$ cat src/rtl/pipe_ctrl_if.sv
`default_nettype none
// ============================================================================
// Module   : pipe_ctrl_if
// Brief    : Request/response bundle between pipeline stages and pipe_ctrl.
//            The master side raises hazard, multi-cycle and exception
//            requests. The slave side (pipe_ctrl) returns the stall vector,
//            the flush/redirect signals and the status outputs.
// Revision : 1.0 - initial release
// ============================================================================
interface pipe_ctrl_if #(
    parameter int CNT_W  = 6,
    parameter int PERF_W = 32
);
    logic              stallreq_id;
    logic              ex_mc_start;
    logic [CNT_W-1:0]  ex_mc_len;
    logic              stallreq_mem;
    logic              excp_valid;
    logic [31:0]       excp_new_pc;

    logic [5:0]        stall;
    logic              flush;
    logic [31:0]       new_pc;
    logic              ex_mc_busy;
    logic              ex_mc_done;
    logic [PERF_W-1:0] stall_cycles;

    modport master (
        output stallreq_id, ex_mc_start, ex_mc_len, stallreq_mem,
               excp_valid, excp_new_pc,
        input  stall, flush, new_pc, ex_mc_busy, ex_mc_done, stall_cycles
    );

    modport slave (
        input  stallreq_id, ex_mc_start, ex_mc_len, stallreq_mem,
               excp_valid, excp_new_pc,
        output stall, flush, new_pc, ex_mc_busy, ex_mc_done, stall_cycles
    );
endinterface
`default_nettype wire

$ cat src/rtl/pipe_ctrl.sv
`default_nettype none
// ============================================================================
// Module   : pipe_ctrl
// Brief    : Central stall/flush sequencer for the 5-stage pipeline.
//            Arbitrates, highest first: exception flush, MEM bus wait,
//            EX multi-cycle occupancy, ID load-use. It also owns the EX
//            countdown counter and a stall-cycle performance counter.
// Revision : 1.0 - initial release
// ============================================================================
module pipe_ctrl #(
    parameter int CNT_W  = 6,
    parameter int PERF_W = 32
) (
    input  wire logic   clk,
    input  wire logic   rst,     // synchronous, active-low
    pipe_ctrl_if.slave  bus
);

    localparam logic [5:0]        STALL_NONE = 6'b000000;
    localparam logic [5:0]        STALL_ID   = 6'b000111;
    localparam logic [5:0]        STALL_EX   = 6'b001111;
    localparam logic [5:0]        STALL_MEM  = 6'b011111;
    localparam logic [CNT_W-1:0]  CNT_ZERO   = '0;
    localparam logic [CNT_W-1:0]  CNT_ONE    = CNT_W'(1);
    localparam logic [CNT_W-1:0]  CNT_TWO    = CNT_W'(2);
    localparam logic [PERF_W-1:0] PERF_ONE   = PERF_W'(1);

    typedef enum logic [1:0] {
        RUN     = 2'd0,
        MC      = 2'd1,
        FLUSHED = 2'd2
    } state_t;

    state_t            st, st_n;
    logic [CNT_W-1:0]  cnt, cnt_n;
    logic [PERF_W-1:0] perf;

    logic [5:0]        stall_c;
    logic              flush_c;
    logic [31:0]       new_pc_c;
    logic              busy_c;
    logic              done_c;

    // State and countdown register; reset wins over everything, including
    // an in-flight multi-cycle op (no done pulse is produced for it).
    always_ff @(posedge clk) begin
        if (!rst) begin
            st  <= RUN;
            cnt <= CNT_ZERO;
        end else begin
            st  <= st_n;
            cnt <= cnt_n;
        end
    end

    // Arbitration: next state, next count and all combinational outputs.
    always_comb begin
        st_n     = st;
        cnt_n    = cnt;
        stall_c  = STALL_NONE;
        flush_c  = 1'b0;
        new_pc_c = 32'h0;
        busy_c   = 1'b0;
        done_c   = 1'b0;

        if (!rst) begin
            st_n  = RUN;
            cnt_n = CNT_ZERO;
        end else if (bus.excp_valid) begin
            // Exception overrides every other request in every state.
            flush_c  = 1'b1;
            new_pc_c = bus.excp_new_pc;
            st_n     = FLUSHED;
            cnt_n    = CNT_ZERO;
        end else begin
            unique case (st)
                RUN: begin
                    if (bus.ex_mc_start) begin
                        if (bus.ex_mc_len >= CNT_TWO) begin
                            busy_c = 1'b1;
                            st_n   = MC;
                            if (bus.stallreq_mem) begin
                                // Op is parked in EX but this cycle does
                                // not count toward its occupancy.
                                stall_c = STALL_MEM;
                                cnt_n   = bus.ex_mc_len;
                            end else begin
                                stall_c = STALL_EX;
                                cnt_n   = bus.ex_mc_len - CNT_ONE;
                            end
                        end else begin
                            // Zero/one-cycle op completes immediately.
                            done_c = 1'b1;
                            if (bus.stallreq_mem)
                                stall_c = STALL_MEM;
                            else if (bus.stallreq_id)
                                stall_c = STALL_ID;
                        end
                    end else if (bus.stallreq_mem) begin
                        stall_c = STALL_MEM;
                    end else if (bus.stallreq_id) begin
                        stall_c = STALL_ID;
                    end
                end

                MC: begin
                    busy_c = 1'b1;
                    if (bus.stallreq_mem) begin
                        stall_c = STALL_MEM;
                    end else if (cnt > CNT_ONE) begin
                        stall_c = STALL_EX;
                        cnt_n   = cnt - CNT_ONE;
                    end else begin
                        done_c = 1'b1;
                        cnt_n  = CNT_ZERO;
                        st_n   = RUN;
                        if (bus.stallreq_id)
                            stall_c = STALL_ID;
                    end
                end

                FLUSHED: begin
                    // ID/EX contents are stale after a flush; only the bus
                    // wait from MEM is still meaningful.
                    if (bus.stallreq_mem)
                        stall_c = STALL_MEM;
                    st_n = RUN;
                end

                default: begin
                    st_n  = RUN;
                    cnt_n = CNT_ZERO;
                end
            endcase
        end
    end

    // Performance counter of cycles with any stall asserted; wraps freely.
    always_ff @(posedge clk) begin
        if (!rst)
            perf <= '0;
        else if (stall_c != STALL_NONE)
            perf <= perf + PERF_ONE;
    end

    assign bus.stall        = stall_c;
    assign bus.flush        = flush_c;
    assign bus.new_pc       = new_pc_c;
    assign bus.ex_mc_busy   = busy_c;
    assign bus.ex_mc_done   = done_c;
    assign bus.stall_cycles = perf;

endmodule
`default_nettype wire
$ cat src/flat_wrapper.sv
// flat-port wrapper written by rule: the top's interface ports become plain ports
module pipe_ctrl_flat 
#(
    parameter int CNT_W  = 6,
    parameter int PERF_W = 32
)
  (clk, rst, bus_stallreq_id, bus_ex_mc_start, bus_ex_mc_len, bus_stallreq_mem, bus_excp_valid, bus_excp_new_pc, bus_stall, bus_flush, bus_new_pc, bus_ex_mc_busy, bus_ex_mc_done, bus_stall_cycles);
  pipe_ctrl_if #(.CNT_W(CNT_W), .PERF_W(PERF_W)) bus_i ();
  input  wire logic clk;
  input  wire logic rst;
  input wire logic [$bits(bus_i.stallreq_id)-1:0] bus_stallreq_id;
  input wire logic [$bits(bus_i.ex_mc_start)-1:0] bus_ex_mc_start;
  input wire logic [$bits(bus_i.ex_mc_len)-1:0] bus_ex_mc_len;
  input wire logic [$bits(bus_i.stallreq_mem)-1:0] bus_stallreq_mem;
  input wire logic [$bits(bus_i.excp_valid)-1:0] bus_excp_valid;
  input wire logic [$bits(bus_i.excp_new_pc)-1:0] bus_excp_new_pc;
  output wire logic [$bits(bus_i.stall)-1:0] bus_stall;
  output wire logic [$bits(bus_i.flush)-1:0] bus_flush;
  output wire logic [$bits(bus_i.new_pc)-1:0] bus_new_pc;
  output wire logic [$bits(bus_i.ex_mc_busy)-1:0] bus_ex_mc_busy;
  output wire logic [$bits(bus_i.ex_mc_done)-1:0] bus_ex_mc_done;
  output wire logic [$bits(bus_i.stall_cycles)-1:0] bus_stall_cycles;
  assign bus_i.stallreq_id = bus_stallreq_id;
  assign bus_i.ex_mc_start = bus_ex_mc_start;
  assign bus_i.ex_mc_len = bus_ex_mc_len;
  assign bus_i.stallreq_mem = bus_stallreq_mem;
  assign bus_i.excp_valid = bus_excp_valid;
  assign bus_i.excp_new_pc = bus_excp_new_pc;
  assign bus_stall = bus_i.stall;
  assign bus_flush = bus_i.flush;
  assign bus_new_pc = bus_i.new_pc;
  assign bus_ex_mc_busy = bus_i.ex_mc_busy;
  assign bus_ex_mc_done = bus_i.ex_mc_done;
  assign bus_stall_cycles = bus_i.stall_cycles;
  pipe_ctrl #(.CNT_W(CNT_W), .PERF_W(PERF_W)) u_core (.clk(clk), .rst(rst), .bus(bus_i));
endmodule
$ cat config.mk
export PLATFORM = sky130hd
export DESIGN_NAME = pipe_ctrl_flat
export DESIGN_NICKNAME = d
export VERILOG_FILES = /design/src/rtl/pipe_ctrl_if.sv /design/src/rtl/pipe_ctrl.sv /design/src/flat_wrapper.sv
export SDC_FILE = /design/constraint.sdc
export NUM_CORES = 1
export LEC_CHECK = 0
export CORE_UTILIZATION = 41
export DETAILED_ROUTE_END_ITERATION = 12
export PLACE_DENSITY = 0.78
export SLEW_MARGIN = 20
export SYNTH_ARGS = -nofsm -noshare
export SYNTH_HDL_FRONTEND = slang
export SYNTH_SLANG_ARGS = --single-unit
$ cat constraint.sdc
create_clock -name clk -period 2.9 [get_ports clk]
set_clock_uncertainty 0.15 [all_clocks]
set_input_delay 0.58 -clock clk [delete_from_list [all_inputs] [get_ports clk]]
set_output_delay 0.58 -clock clk [all_outputs]
set_load 0.02 [all_outputs]
==> flow_results.org <==
** Worst hold path
- Hold path cells :: 2
- In this run the most critical hold path is launched from u_core.cnt[1].
- End point of the most critical hold path :: u_core.cnt[1]
- Worst hold path type :: reg2reg

** Floorplan
- Die X-Extent :: 81.2 um
- Area of the die :: 6590 sq um
- The floorplan step defined a core boundary enclosing 5990 sq um.
- Die extent in y :: 81.2 um
- Floorplan row count :: 28
- In this run the count of I/O pins placed on the die edge is 117.
- Initial standard-cell utilization of the core :: 42.9%

** STA
- Setup violations remaining at the end of the flow were counted as 0.
- Tightest hold margin :: 0.329 ns
- Setup repair after global routing could not meet its margin everywhere.
- Fin. max-slew vios :: 0
- The worst path uses 98.2% of the clock period.
- Max Freq :: 0.351 GHz
- The number of hold violations in the final report is 0.
- Shortest clock period the worst path allows after layout :: 2.85 ns

** Placement
- Routability-driven placement finished with a final weighted congestion of 0.881.
- PortBufs :: 115
- Placed wire-length estimate :: 6.29 mm

** Layout
- The final layout contains 517 nets.
- Share of final-layout standard cells stronger than drive strength 1 :: 15.1%
- The filler cells instantiated in the layout total 492.
- The area growth from synthesis to layout is 63.6%.
- Finished Core Util :: 70.2%
- The repair_antennas step left the layout with diodes totalling 0.

** Drt
- In the final routed layout, each cell accounts on average for 15.5 um.
- Detailed-route via count :: 2988
- Number of remaining DRC errors :: 0
- For this block, the routed nets add up to 8.43 mm of wire.
- First DRT Iteration DRCs :: 198
- Using the TritonRoute via totals, the vias-per-cell ratio works out to 5.49.
- The first TritonRoute pass finished after 4 iterations.
- Remaining antenna violation count :: 0

** Synth
- Dominant synthesized flop cell :: dfxtp_1
- The synthesized netlist occupies a cell area of 2570 sq um.
- In this run, synthesis produced a sequential element count of 40.
- Async SR Flop Fraction :: 0%
- Sequential fraction of the synthesis area :: 31.1%
- The Yosys step of the flow raised 0 warnings.
- Synth Net Count :: 380
- Counting distinct cell types in the post-synthesis netlist gives 49.
- After technology mapping, the gate count stands at 331.
- Dividing the synthesized area by the synthesized cell count gives 7.77 sq um.
- EDFF count, synth :: 0

** Clock tree
- The clock passes through at most 2 buffers.
- CTS placed an instance of clkbuf_8 at the clock tree root.
- TritonCTS built the clock tree.
- The clock reaches the later pin of the worst-skew pair after 0.30 ns.
- Number of buffers created by CTS :: 5
- After clock tree synthesis, the clock-pin slew on the worst setup and hold paths is 0.08 ns.
- Count of H-tree levels built during CTS :: 2
- Clock sink total :: 40

** Global route
- The number of global-route vias before repair was 2860.
- After global routing the overflow that remains totals 0.
- Global routing used 26.1% of the available tracks across all layers.
- The number of antenna violations at the first check in global routing is 0.
- The first global-routing pass estimated 13.3 mm of wire.
- Largest net degree at the start of global routing :: 31

** Setup path
- CP Class :: reg2out
- Startpoint type of the worst setup path :: flip-flop
- Arrival time at the worst endpoint :: 2.12 ns
- Crit-path max FO :: 6
- Worst Reg-to-Reg Cells :: 9
- In this run the critical register-to-register path is captured at u_core.bus.stall_cycles[24].
- Launch point of the worst reg-to-reg path :: u_core.cnt[1]
- Required time of the critical path :: 2.17 ns
- The worst setup path is captured at an output port.
- Setup slack of the most critical reg-to-reg path :: 0.13 ns

** Power and ir drop
- Total chip power :: 1.51 mW
- The worst-case IR drop observed on VDD is 0.000306 V.
- The analysis attributes to cell leakage a power of 1.79 nW.
- For this design the ratio of total power to cell area is 360 nW/um^2.

** Outcome
- Outcome :: complete, no violations

** Flow run
- Across the run, the number of max-cap violations was 0.
==> what timing repair did <==
item | CTS | global route
pin swaps | 4 | 4
setup endpoints to repair | 38 | 37
buffers inserted | 1 | 0
hold endpoints to repair | 0 | 0
hold buffers | 0 | 0
cloned | 0 | 0
gates resized for setup | 55 | 21
==> worst max-delay path by stage <==
stage	start	slack, ns	cells after the start	end
4_1_cts	rst	0.001	4	bus_new_pc[17]
3_3_place_gp	bus_ex_mc_len[0]	-0.60	7	bus_stall[0]
3_5_place_dp	bus_ex_mc_len[0]	-0.68	7	bus_stall[1]
2_1_floorplan	bus_ex_mc_len[3]	0.08	5	bus_stall[1]
5_1_grt	u_core.cnt[2]	-0.003	5	bus_stall[1]
6_report	u_core.cnt[2]	0.05	5	bus_stall[1]
==> cells in the mapped netlist (2+ instances only) <==
cell,count,area share (%)
o22ai_1,4,0.97
buf_4,3,0.88
dfxtp_1,40,31
and3_1,35,8.5
nor4_1,12,2.9
o31ai_1,5,1.5
nand2_1,33,4.8
and4_1,4,1.4
nor3_1,9,1.8
nand4_1,10,2.4
or4_1,6,1.8
buf_2,4,0.78
a21oi_1,20,3.9
a32o_1,3,1.2
nand3_1,10,1.9
xnor2_1,15,5.1
mux2i_1,5,1.9
o21a_1,2,0.58
or3_1,12,2.9
or3_4,2,0.88
nand2b_1,6,1.5
clkbuf_1,15,2.2
ha_1,5,2.4
and2_1,4,0.97
buf_6,2,0.88
nor2_1,21,3.1
inv_1,8,1.2
o21ai_0,13,2.5
xor2_1,3,1.0
==> cells in the final DEF (no fill, tap or decap), types with 4 or more instances in the layout <==
cell type / n
nand3_1: 10
dlygate4sd2_1: 12
dfxtp_1: 39
mux2i_1: 5
nor4_1: 12
clkbuf_8: 5
and4_1: 4
dlymetal6s2s_1: 9
xnor2_1: 15
or3_4: 4
clkdlybuf4s50_1: 85
buf_6: 8
ha_1: 4
and3_1: 35
and2_1: 4
o21ai_0: 13
or4_1: 6
or3_1: 10
o22ai_1: 4
o31ai_1: 5
inv_1: 8
nand2b_1: 6
nand4_1: 10
nand2_1: 33
a21oi_1: 19
nor3_1: 8
nor2_1: 20
buf_4: 36
==> layout make-up <==
type / count / area (sq um) / area share (%)
Clock inverter: 3 / 90.1 / 2.14
Inverter: 9 / 33.8 / 0.803
Sequential cell: 40 / 802 / 19.1
Clock buffer: 5 / 68.8 / 1.64
Timing Repair Buffer: 155 / 1470 / 34.9
Tap cell: 75 / 93.8 / 2.23
Multi-Input combinational cell: 257 / 1650 / 39.2
==> per-layer routing <==
metal  track usage (%)  share of wire (%)
met1              31.4                 43
met2              46.0                 50
met3              5.28                4.6
met4              8.93                2.2
met5                 0                  0
==> where the power goes <==
| part | total [mW] | switching (mW) | internal, mW |
|---|---|---|---|
| logic | 0.314 | 0.151 | 0.163 |
| registers | 0.563 | 0.00813 | 0.555 |
| clock network | 0.636 | 0.205 | 0.430 |
==> stage by stage <==
stage,TNS [ns],setup slack [ns],instance area (sq um),std cells
final,0,0.0514,4210,544
after global routing,-0.00284,-0.00284,4210,544
after CTS,0,0.000955,4160,544
after floorplan,0,0.0805,2580,331
after detailed placement,-10.77,-0.679,3990,535
after global placement,-8.66,-0.602,3990,535
==> worst max-delay path, cell delays in order (launching register included) <==
cell      delay [ns]
dfxtp_1         0.32
or3_4           0.40
or3_4           0.44
o311ai_4        0.39
nor3_4          0.12
buf_6           0.15
==> cells by family after synthesis <==
| family | count (synthesis) | share of synthesized area [%] |
|---|---|---|
| AO/OA/AOI/OAI | 56 | 14.5 |
| XOR/XNOR | 18 | 6.13 |
| adder cells (fa/ha/maj) | 5 | 2.43 |
| buffers and inverters | 34 | 6.18 |
| flip-flops | 40 | 31.1 |
| multiplexers | 5 | 1.95 |
| other | 1 | 0.146 |
| AND/OR/NAND/NOR | 172 | 37.6 |
==> flip-flops by register name (all words and copies together), names as in the netlist <==
name / flops
u_core.bus.stall_cycles: 32
u_core.cnt: 6
u_core.st: 2
No activity file was read; power rests on OpenSTA's default activity.
